[src/rtl/icache_dm2w_if.sv]
// Fetch-side and memory-side signals of the instruction cache.
// The slave modport is the cache; the master modport is the datapath/memory side.
interface icache_dm2w_if;
   logic        imemREN;
   logic [31:0] imemaddr;
   logic        ihit;
   logic [31:0] imemload;
   logic        iwait;
   logic        iREN;
   logic [31:0] iaddr;
   logic [31:0] iload;

   modport slave (
      input  imemREN, imemaddr, iwait, iload,
      output ihit, imemload, iREN, iaddr
   );

   modport master (
      output imemREN, imemaddr, iwait, iload,
      input  ihit, imemload, iREN, iaddr
   );
endinterface

[src/rtl/icache_dm2w.sv]
// Direct-mapped read-only instruction cache with 2-word blocks and a two-beat miss fill.
// Hits are answered in the request cycle; hit/miss statistics counters saturate.
module icache_dm2w #(
   parameter int unsigned SETS  = 16,
   parameter int unsigned CNT_W = 32
) (
   input  logic             CLK,
   input  logic             nRST,
   icache_dm2w_if.slave     bus,
   output logic [CNT_W-1:0] hit_count,
   output logic [CNT_W-1:0] miss_count
);
   localparam int unsigned IB = $clog2(SETS);
   localparam int unsigned TW = 32 - IB - 3;

   typedef enum logic [1:0] {IDLE, FILL0, FILL1} state_t;

   state_t          state, state_nx;
   logic [SETS-1:0] valid;
   logic [TW-1:0]   tag_arr   [SETS];
   logic [31:0]     data0_arr [SETS];
   logic [31:0]     data1_arr [SETS];

   logic [TW-1:0]   miss_tag;
   logic [IB-1:0]   miss_idx;
   logic            iren_q;
   logic [31:0]     iaddr_q;

   logic [TW-1:0]   req_tag;
   logic [IB-1:0]   req_idx;
   logic            req_word;
   logic            req_hit;

   logic            ihit_c;
   logic [31:0]     load_c;
   logic            ren_nx;
   logic [31:0]     addr_nx;
   logic            start_miss;
   logic            wr0;
   logic            wr1;

   assign req_tag  = bus.imemaddr[31:IB+3];
   assign req_idx  = bus.imemaddr[IB+2:3];
   assign req_word = bus.imemaddr[2];
   assign req_hit  = bus.imemREN && valid[req_idx] && (tag_arr[req_idx] == req_tag);

   // Next state, hit response and next memory request (iREN/iaddr are registered)
   always_comb begin
      state_nx   = state;
      ihit_c     = 1'b0;
      load_c     = 32'h0;
      ren_nx     = 1'b0;
      addr_nx    = 32'h0;
      start_miss = 1'b0;
      wr0        = 1'b0;
      wr1        = 1'b0;
      case (state)
         IDLE: begin
            if (req_hit) begin
               ihit_c = 1'b1;
               load_c = req_word ? data1_arr[req_idx] : data0_arr[req_idx];
            end else if (bus.imemREN) begin
               start_miss = 1'b1;
               state_nx   = FILL0;
               ren_nx     = 1'b1;
               addr_nx    = {req_tag, req_idx, 3'b000};
            end
         end
         FILL0: begin
            ren_nx  = 1'b1;
            addr_nx = {miss_tag, miss_idx, 3'b000};
            if (!bus.iwait) begin
               wr0      = 1'b1;
               state_nx = FILL1;
               addr_nx  = {miss_tag, miss_idx, 3'b100};
            end
         end
         FILL1: begin
            if (!bus.iwait) begin
               wr1      = 1'b1;
               state_nx = IDLE;
            end else begin
               ren_nx  = 1'b1;
               addr_nx = {miss_tag, miss_idx, 3'b100};
            end
         end
         default: state_nx = IDLE;
      endcase
   end

   assign bus.ihit     = ihit_c;
   assign bus.imemload = load_c;
   assign bus.iREN     = iren_q;
   assign bus.iaddr    = iaddr_q;

   // Control state, valid bits and statistics
   always_ff @(posedge CLK or negedge nRST) begin
      if (!nRST) begin
         state      <= IDLE;
         valid      <= '0;
         miss_tag   <= '0;
         miss_idx   <= '0;
         iren_q     <= 1'b0;
         iaddr_q    <= 32'h0;
         hit_count  <= '0;
         miss_count <= '0;
      end else begin
         state   <= state_nx;
         iren_q  <= ren_nx;
         iaddr_q <= addr_nx;
         if (start_miss) begin
            miss_tag <= req_tag;
            miss_idx <= req_idx;
         end
         if (wr1) valid[miss_idx] <= 1'b1;
         if (ihit_c && (hit_count != '1)) hit_count <= hit_count + CNT_W'(1);
         if (start_miss && (miss_count != '1)) miss_count <= miss_count + CNT_W'(1);
      end
   end

   // Tag and data arrays need no reset; valid bits qualify them
   always_ff @(posedge CLK) begin
      if (wr0) data0_arr[miss_idx] <= bus.iload;
      if (wr1) begin
         data1_arr[miss_idx] <= bus.iload;
         tag_arr[miss_idx]   <= miss_tag;
      end
   end
endmodule

[src/flat_wrapper.sv]
// flat-port wrapper written by rule: the top's interface ports become plain ports
module icache_dm2w_flat 
#(
   parameter int unsigned SETS  = 16,
   parameter int unsigned CNT_W = 32
)
  (CLK, nRST, hit_count, miss_count, bus_imemREN, bus_imemaddr, bus_iwait, bus_iload, bus_ihit, bus_imemload, bus_iREN, bus_iaddr);
  icache_dm2w_if bus_i ();
  input  logic CLK;
  input  logic nRST;
  output logic [CNT_W-1:0] hit_count;
  output logic [CNT_W-1:0] miss_count;
  input wire logic [$bits(bus_i.imemREN)-1:0] bus_imemREN;
  input wire logic [$bits(bus_i.imemaddr)-1:0] bus_imemaddr;
  input wire logic [$bits(bus_i.iwait)-1:0] bus_iwait;
  input wire logic [$bits(bus_i.iload)-1:0] bus_iload;
  output wire logic [$bits(bus_i.ihit)-1:0] bus_ihit;
  output wire logic [$bits(bus_i.imemload)-1:0] bus_imemload;
  output wire logic [$bits(bus_i.iREN)-1:0] bus_iREN;
  output wire logic [$bits(bus_i.iaddr)-1:0] bus_iaddr;
  assign bus_i.imemREN = bus_imemREN;
  assign bus_i.imemaddr = bus_imemaddr;
  assign bus_i.iwait = bus_iwait;
  assign bus_i.iload = bus_iload;
  assign bus_ihit = bus_i.ihit;
  assign bus_imemload = bus_i.imemload;
  assign bus_iREN = bus_i.iREN;
  assign bus_iaddr = bus_i.iaddr;
  icache_dm2w #(.SETS(SETS), .CNT_W(CNT_W)) u_core (.CLK(CLK), .nRST(nRST), .bus(bus_i), .hit_count(hit_count), .miss_count(miss_count));
endmodule
[config.mk]
export PLATFORM = sky130hd
export DESIGN_NAME = icache_dm2w_flat
export DESIGN_NICKNAME = d
export VERILOG_FILES = /design/src/rtl/icache_dm2w_if.sv /design/src/rtl/icache_dm2w.sv /design/src/flat_wrapper.sv
export SDC_FILE = /design/constraint.sdc
export NUM_CORES = 1
export LEC_CHECK = 0
export ABC_CLOCK_PERIOD_IN_PS = 12100
export CORE_MARGIN = 4
export CORE_UTILIZATION = 35
export DETAILED_ROUTE_END_ITERATION = 10
export GPL_ROUTABILITY_DRIVEN = 0
export HOLD_SLACK_MARGIN = 0.03
export SYNTH_ARGS = -nofsm -noshare
export SYNTH_HDL_FRONTEND = slang
export SYNTH_SLANG_ARGS = --single-unit
[constraint.sdc]
create_clock -name CLK -period 12.1 [get_ports CLK]
set_clock_uncertainty 0.1 [all_clocks]
set_input_delay 2.42 -clock CLK [delete_from_list [all_inputs] [get_ports CLK]]
set_output_delay 2.42 -clock CLK [all_outputs]
set_load 0.02 [all_outputs]
Word-level counts from Yosys, hierarchy flattened --
Memory sizes are Yosys's and may differ from the RTL's. Cells that the tools add are included. W data, S select, Z words.
Operators by class: add/subtract/negate cells 2, magnitude comparators 3, eq/ne operators 9, muxes and demuxes 31, bitwise operators 1, reduce and logical (&&, ||, !) cells 7
Operators with widths (count):
- $mux W32 | 6
- $pmux W32 S3 | 1
- $add A32 B1 Y32 const B | 2
- $ne A32 B32 Y1 const B | 2
- $eq A25 B25 Y1 | 1
- $or A16 B16 Y16 | 1
- $mux W1 | 15
- $lt A4 B5 Y1 const B | 2
- $mux W2 | 4
- $ne A2 B2 Y1 const B | 4
- $pmux W2 S3 | 1
- $logic_and A1 B1 Y1 | 5
- $bmux W1 S4 | 1
- $demux W1 S4 | 1
- $ge A4 B1 Y1 const B | 1
- $reduce_and A4 Y1 | 1
- $mux W3 | 1
- $pmux W1 S3 | 1
- $eq A2 B1 Y1 const B | 1
- $eq A2 B2 Y1 const B | 1
- $logic_not A2 Y1 | 1
Word-level totals: register bits 144, memory bits (writable) 1424, bits of input ports 68, output and inout bits 130, word-level logic and storage cells 64, memories 3
Memory list:
- u_core.data0_arr | depth 16, bits a word 32, read ports 1, clocked after Yosys merged registers in 0, wr ports 1, line icache_dm2w.sv:21 | logic [31:0] data0_arr [SETS];
- u_core.data1_arr | depth 16, bits a word 32, read ports 1, clocked after Yosys merged registers in 0, wr ports 1, line icache_dm2w.sv:22 | logic [31:0] data1_arr [SETS];
- u_core.tag_arr | depth 16, bits a word 25, read ports 1, clocked after Yosys merged registers in 0, wr ports 1, line icache_dm2w.sv:20 | logic [TW-1:0] tag_arr [SETS];

Longest topological paths before layout --
Gate-level depths: netlist of the first run.
word-level depth 7, mapped depth 15, gate-level depth less buffers 9

Worst setup path before layout of the first run --
OpenSTA, ideal clock, no wires.
kind in2out, start point input bus_imemaddr[4], end point output bus_imemload[10], arrival time 5.243 ns, required time 9.580 ns, path slack 4.337 ns, stages on the path 14, buffers on the path 5, cells stage by stage buf_4 buf_4 buf_4 mux4_2 o22ai_1 o22ai_1 xnor2_1 nand3_1 nor4_1 nand4_1 or2_1 buf_2 buf_6 nor2_1
On the way: longest elaborated chain between the ends 6, elaborated cells on any way between the ends 11, classes of those cells 1 x eq/ne; 5 x mux; 2 x reduce/logical; 3 x memory
Ends and longest elaborated chain:
- from (decl) | line flat_wrapper.sv:14 | input wire logic [$bits(bus_i.imemaddr)-1:0] bus_imemaddr;
- branches (longest 4 deep; another with $mem_v2 Z16 W25)
- $mux W32 * | line icache_dm2w.sv:59 | if (req_hit) begin
- $mux W32 * | line icache_dm2w.sv:57 | case (state)
- to (decl) | line flat_wrapper.sv:18 | output wire logic [$bits(bus_i.imemload)-1:0] bus_imemload;
Every way passes the cells marked *. The select of a mux whose other input is x is not followed.

Worst setup path after layout of the first run --
start point input bus_imemaddr[5], end point output bus_imemload[25]
The elaborated chain is that of the path after synthesis.

==> results_dict.tcl, run 1 <==
set metrics [dict create \
    drc 0 \
    io_pins 198 \
    clk_pin_slew_worst_paths_ns 0.06 \
    cellPowerDensity_nw_per_um2 177 \
    grt_pass1_wl_mm 213 \
    crit_path_end_kind "output pin" \
    die_x_um 426 \
    io_buffers 193 \
    finalMaxSlewViolations 0 \
    path_class "in2out" \
    hold_buffers 0 \
    core-area_um2 174000 \
    hp-class "reg2reg" \
    crit_fanout 83 \
    dp_cells 5269 \
    relSlewSlack 0.217 \
    setup_viol 0 \
    finalNetCount 3172 \
    syn2layout_area_growth_pct 16.2 \
    clock-sinks 1566 \
    muxShareOfSynthArea 0.171 \
    ys_warn_count 0 \
    cts.path.max_buffers 3 \
    yosys.area_share.xor_xnor 0.0135 \
    num_vias 29200 \
    grt_max_degree 108 \
    finalHoldViolations 0 \
    antenna_found_initial 13 \
    worst_slew_pin_slew_ns 1.18 \
    synth_compound_area_frac 0.0118 \
    routed_wl_mm 147 \
    ys_ff_latch 1566 \
    status "finished, final reports clean" \
    worstSkewPairLatency_ns 0.78 \
    stdcell_count 5560 \
    drive_gt1_frac 0.249 \
    syn_area_um2 61200 \
    wire_per_inst_um 26.4 \
    dieArea_um2 181000 \
    post-cts-setup-buffers 0 \
    fin_crit_ns 10.59 \
    ir_drop_uv 145 \
    ys_async_sr_fraction 0.0907 \
    ant_nets 0 \
    yosys_most_used_dff "edfxtp_1" \
    synth_edf_count 1424 \
    fmax_mhz 94.4 \
    synth-seq-area-share 0.757 \
    synthSimpleGateAreaFrac 0.0327 \
    worstPathRequired_ns 9.58 \
    leakage_nw 23.0 \
    grt_pass1_vias 30000 \
    fin_setup_tns_ns 0 \
    ys_types 56 \
    final.period_utilization 0.875 \
    grt-ovfl-total 0 \
    synth_top_family_by_area "multiplexers" \
    htreeDepth 4 \
    syn_avg_cell_area_um2 21.6 \
    die_h_um 426 \
    numCtsBuffers 156 \
    first_iter_violations 2972 \
    max_cap_viol_count 0 \
    start_kind "input pin" \
    drt-vias-per-instance 5.26 \
    gr-usage-all-layers 0.160 \
    dr.pass1.iters 7 \
    cts-root-buf "clkbuf_16" \
    rrSetupSlack_ns 7.76 \
    synth_cells 2835 \
    synth_fa_ha_area_frac 0.000409 \
    dp_hpwl_mm 77.0 \
    grt_setup_unrepaired "no" \
    rows 153 \
    cts_tree "yes" \
    initial_core_util 0.352 \
    post_cts_resized 0 \
    cp.arrival_ns 8.07 \
]
layout by cell type, fill, tap and decap left out, types with 24 or more instances in the layout:
| cell type | synthesis | routed |
|---|---|---|
| a22o_1 | 32 | 32 |
| a22oi_1 | 24 | 24 |
| and3_1 | 29 | 29 |
| buf_4 | 17 | 67 |
| clkbuf_1 | 69 | 37 |
| clkbuf_16 | 0 | 159 |
| clkdlybuf4s50_1 | 0 | 187 |
| clkinv_1 | 0 | 25 |
| clkinv_2 | 0 | 33 |
| dfrtp_1 | 142 | 142 |
| edfxtp_1 | 1424 | 1424 |
| mux2_2 | 41 | 41 |
| mux2i_1 | 122 | 122 |
| mux4_2 | 390 | 390 |
| nand2_1 | 50 | 50 |
| nand3_1 | 46 | 46 |
| nand4_1 | 29 | 29 |
| nor2_1 | 82 | 58 |
| nor2_4 | 0 | 24 |
| xnor2_1 | 53 | 53 |
| xor2_1 | 41 | 41 |
cells by family (layout without fill, tap and decap cells):
family | count (synthesis) | count (layout)
AOI/OAI and AO/OA | 93 | 93
xor gates and xnor gates | 94 | 94
adders and majority gates | 2 | 2
buffers and inverters | 161 | 556
DFF | 1566 | 1566
muxes | 554 | 554
other | 1 | 6
and+or+nand+nor | 364 | 364
worst paths after layout:
kind                                 start                       to  cells after the start
min in group asynchronous             nRST     u_core.hit_count[24]                      1
setup reg to reg           u_core.state[0]  u_core.data1_arr[3][26]                      5
hold / removal             u_core.valid[5]          u_core.valid[5]                      1
max in group asynchronous             nRST    u_core.miss_count[16]                      2
hold reg to reg            u_core.valid[5]          u_core.valid[5]                      1
setup / recovery           bus_imemaddr[5]         bus_imemload[25]                     13
report_power, final:
group / switching [W] / leakage [nW] / internal [W]
combinational: 0.000676 / 5.87 / 0.000469
clock: 0.00203 / 2.47 / 0.00273
sequential: 0.000321 / 14.7 / 0.00638
state kept, by name (all words and copies together) (netlist names):
name,cells
u_core.hit_count,32
u_core.miss_count,32
u_core.valid,16
u_core.tag_arr,400
u_core.data1_arr,512
u_core.state,2
u_core.miss_idx,4
u_core.data0_arr,512
u_core.miss_tag,25
u_core.bus.iREN,1
u_core.bus.iaddr,30
metrics by stage:
stage                     cell area [µm²]  setup WS, ns  total power [W]   util  hold slack, ns
after detailed placement            66000          1.50          0.00799  0.380           0.350
final                               71100          1.51           0.0126  0.409           0.362
after global routing                71100          1.18           0.0131  0.409           0.379
after global placement              66000          1.48          0.00795  0.380           0.345
after floorplan                     61200          4.34          0.00736      -           0.334
after CTS                           71000          1.48           0.0127  0.409           0.365
Yosys cell counts (all sizes together) (3+ instances only):
library cell,number,area (µm²)
and2,9,56.3
mux4,390,8780
buf,84,499
a31oi,3,18.8
nor4,22,181
mux2i,122,1220
or3,6,37.5
nand4,30,194
nand4b,3,26.3
mux2,42,473
dfrtp,142,3550
or2,18,113
a22oi,24,180
a21oi,6,30.0
a221oi,5,50.0
edfxtp,1424,42800
a211oi,3,22.5
or4,4,30.0
and3,29,181
xnor2,53,464
o21ai,7,35.0
clkbuf,69,259
nor2,83,314
nor2b,9,56.3
o22ai,5,31.3
a22o,32,280
inv,8,30.0
nand3,46,230
xor2,41,359
nand2,50,188
nand3b,5,37.5
nor3,34,230
and4,3,26.3
nand2b,7,43.8
metal layers:
layer,routed length [µm],vias to the layer above,part of all wire,GRT usage
met2,74000,859,0.51,0.267
met4,3690,8,0.025,0.0500
met1,61500,15800,0.42,0.219
met3,7280,213,0.050,0.0235
li1,-,12300,-,-
met5,60,-,0.00041,0
final cells by class:
class                   instances  area, µm²
diodes                          4       10.0
repair buffers                261       2480
flip-flops and latches       1566      46300
multi-input cells            1109      14300
fillers                     15300     103000
clock inverters                88        858
well taps                    2325       2910
inverters                       8       30.0
clock buffers                 199       4160
worst max-delay path, stage by stage:
cell             delay [ns]
buf_8                  0.56
buf_12                 0.43
mux4_2                 0.39
o22ai_1                0.16
o22ai_1                0.10
xnor2_1                0.41
nand3_1                0.13
nor4_1                 0.41
nand4_1                0.65
or2_2                  0.72
buf_4                  0.34
nor2_1                 0.30
clkdlybuf4s50_1        0.67
Note: power is estimated with default switching activity, not from simulation.
==> inputs of run 2 (changes only) <==
--- a/config.mk
+++ b/config.mk
@@ -8,3 +8,3 @@
 export ABC_CLOCK_PERIOD_IN_PS = 12100
-export CORE_MARGIN = 4
+export CORE_MARGIN = 10
 export CORE_UTILIZATION = 35
==> constraint.sdc (replaced) <==
create_clock -name CLK -period 12.1 [get_ports CLK]
set_clock_uncertainty 0.1 [all_clocks]
set_input_delay 3.025 -clock CLK [delete_from_list [all_inputs] [get_ports CLK]]
set_output_delay 3.025 -clock CLK [all_outputs]
set_load 0.02 [all_outputs]
==> results_dict.tcl, run 2 (synthesis results as in run 1) <==
set metrics [dict create \
    antenna_found_initial 14 \
    cp_slowest_cell "nor2b_1" \
    reg_top3 "u_core.data0_arr (512), u_core.data1_arr (512), u_core.tag_arr (400)" \
    netSwitchingFraction 0.243 \
    finalNetCount 3175 \
    io_buffers 193 \
    multi_input_area_um2 14300 \
    max_stage_delay_ns 0.91 \
    internal_power_w 0.00958 \
    clock-sinks 1566 \
    clk_pin_slew_worst_paths_ns 0.06 \
    fin_crit_ns 11.27 \
    ant_nets 0 \
    num_vias 29300 \
    fin_setup_tns_ns 0 \
    dp_hpwl_mm 79.6 \
    initial_core_util 0.352 \
    cp.arrival_ns 8.15 \
    io_pins 198 \
    leakage_nw 23.0 \
    relSlewSlack 0.174 \
    start_kind "input pin" \
    drc 0 \
    ir_drop_uv 158 \
    path_class "in2out" \
    die_x_um 438 \
    crit_chain "buf_8, nor2b_1, a22oi_1, nand2_1, xor2_1, or4_1, nor4b_1, nand4_1, or2_2, nor2_1, clkdlybuf4s50_1" \
    nFillCells 15300 \
    max_cap_viol_count 0 \
    syn2layout_area_growth_pct 16.4 \
    cellPowerDensity_nw_per_um2 178 \
    finalHoldViolations 0 \
    crit_path_end_kind "output pin" \
    first_iter_violations 2870 \
    drt-vias-per-instance 5.27 \
    status "finished, final reports clean" \
    crit_fanout 43 \
    dr.pass1.iters 7 \
    cts.path.max_buffers 3 \
    finalMaxSlewViolations 0 \
    core-area_um2 174000 \
    wire_per_inst_um 26.8 \
    grt-ovfl-total 0 \
    power_frac_clock 0.379 \
    power_frac_seq 0.530 \
    worst_slew_pin_slew_ns 1.24 \
    grt_pass1_vias 29900 \
    post_cts_resized 0 \
    fmax_mhz 88.7 \
    dieArea_um2 192000 \
    hold_buffers 0 \
    routed_wl_mm 149 \
    grt_pass1_wl_mm 215 \
    numCtsBuffers 153 \
    grt_setup_unrepaired "no" \
    hp-class "reg2reg" \
    setup_viol 0 \
    drive_gt1_frac 0.248 \
    layout_commonest_cell "edfxtp_1" \
    rows 153 \
    power_frac_comb 0.091 \
    grt_max_degree 105 \
    cts-root-buf "clkbuf_16" \
    gr-usage-all-layers 0.152 \
    die_h_um 438 \
    final-seq-area_um2 46300 \
    worstPathRequired_ns 8.97 \
    worstSkewPairLatency_ns 0.79 \
    htreeDepth 4 \
    final.period_utilization 0.932 \
    critPathBufInv 2 \
    cts_tree "yes" \
    final_cell_mix "edfxtp_1, mux4_2, clkdlybuf4s50_1" \
    crit_family "simple AND/OR/NAND/NOR gates" \
    p_switching_w 0.00308 \
    total_power_w 0.0127 \
    post-cts-setup-buffers 0 \
]
==> run 2: cell count changes in the layout (fill, tap and decap cells not counted), sizes merged, moves of 2 or more <==
cell / change
diode: +6
bufinv: +2
buf: +6
inv: -4
clkbuf: -9
==> run 2: worst paths after layout <==
kind / start / endpoint / slack [ns] / cells after the start
min reg2reg: u_core.valid[6] / u_core.valid[6] / 0.37 / 1
min in group asynchronous: nRST / u_core.hit_count[25] / 2.19 / 1
max: bus_imemaddr[4] / bus_imemload[25] / 0.83 / 11
min: u_core.valid[6] / u_core.valid[6] / 0.37 / 1
max in group asynchronous: nRST / u_core.miss_tag[1] / 8.33 / 2
max reg2reg: u_core.tag_arr[6][1] / u_core.miss_tag[23] / 7.84 / 10
==> run 2: layout make-up <==
type,count,area share
tap,2325,0.0409
multi-input combinational,1109,0.201
antenna,10,0.000351
clock buffer,190,0.0569
sequential,1566,0.650
clock inverter,88,0.0144
inverter,8,0.000422
timing repair buffer,267,0.0358
==> run 2: per-layer routing <==
metal,part of all wire,track usage,routed length [µm]
met5,0.00031,0,46
met4,0.024,0.0471,3600
met3,0.058,0.0277,8590
met2,0.51,0.255,75600
met1,0.41,0.202,61400
==> run 2: power groups by stage <==
stage / Sequential, W / Combinational, W / Clock (W)
2_1_floorplan: 0.00673 / 0.000627 / 0
3_3_place_gp: 0.00680 / 0.00117 / 0
3_5_place_dp: 0.00682 / 0.00117 / 0
4_1_cts: 0.00671 / 0.00118 / 0.00490
5_1_grt: 0.00675 / 0.00123 / 0.00511
6_report: 0.00670 / 0.00116 / 0.00480
==> run 2: per-stage QoR <==
step / utilization / area [µm²] / setup slack (ns) / hold slack (ns) / cells
after floorplan: - / 61200 / 3.13 / 0.334 / 2836
after global placement: 0.380 / 66100 / 0.613 / 0.347 / 5275
after detailed placement: 0.380 / 66100 / 0.770 / 0.349 / 5275
after CTS: 0.409 / 71200 / 0.675 / 0.364 / 5553
after global routing: 0.410 / 71200 / 0.579 / 0.388 / 5559
final: 0.410 / 71200 / 0.829 / 0.365 / 5563
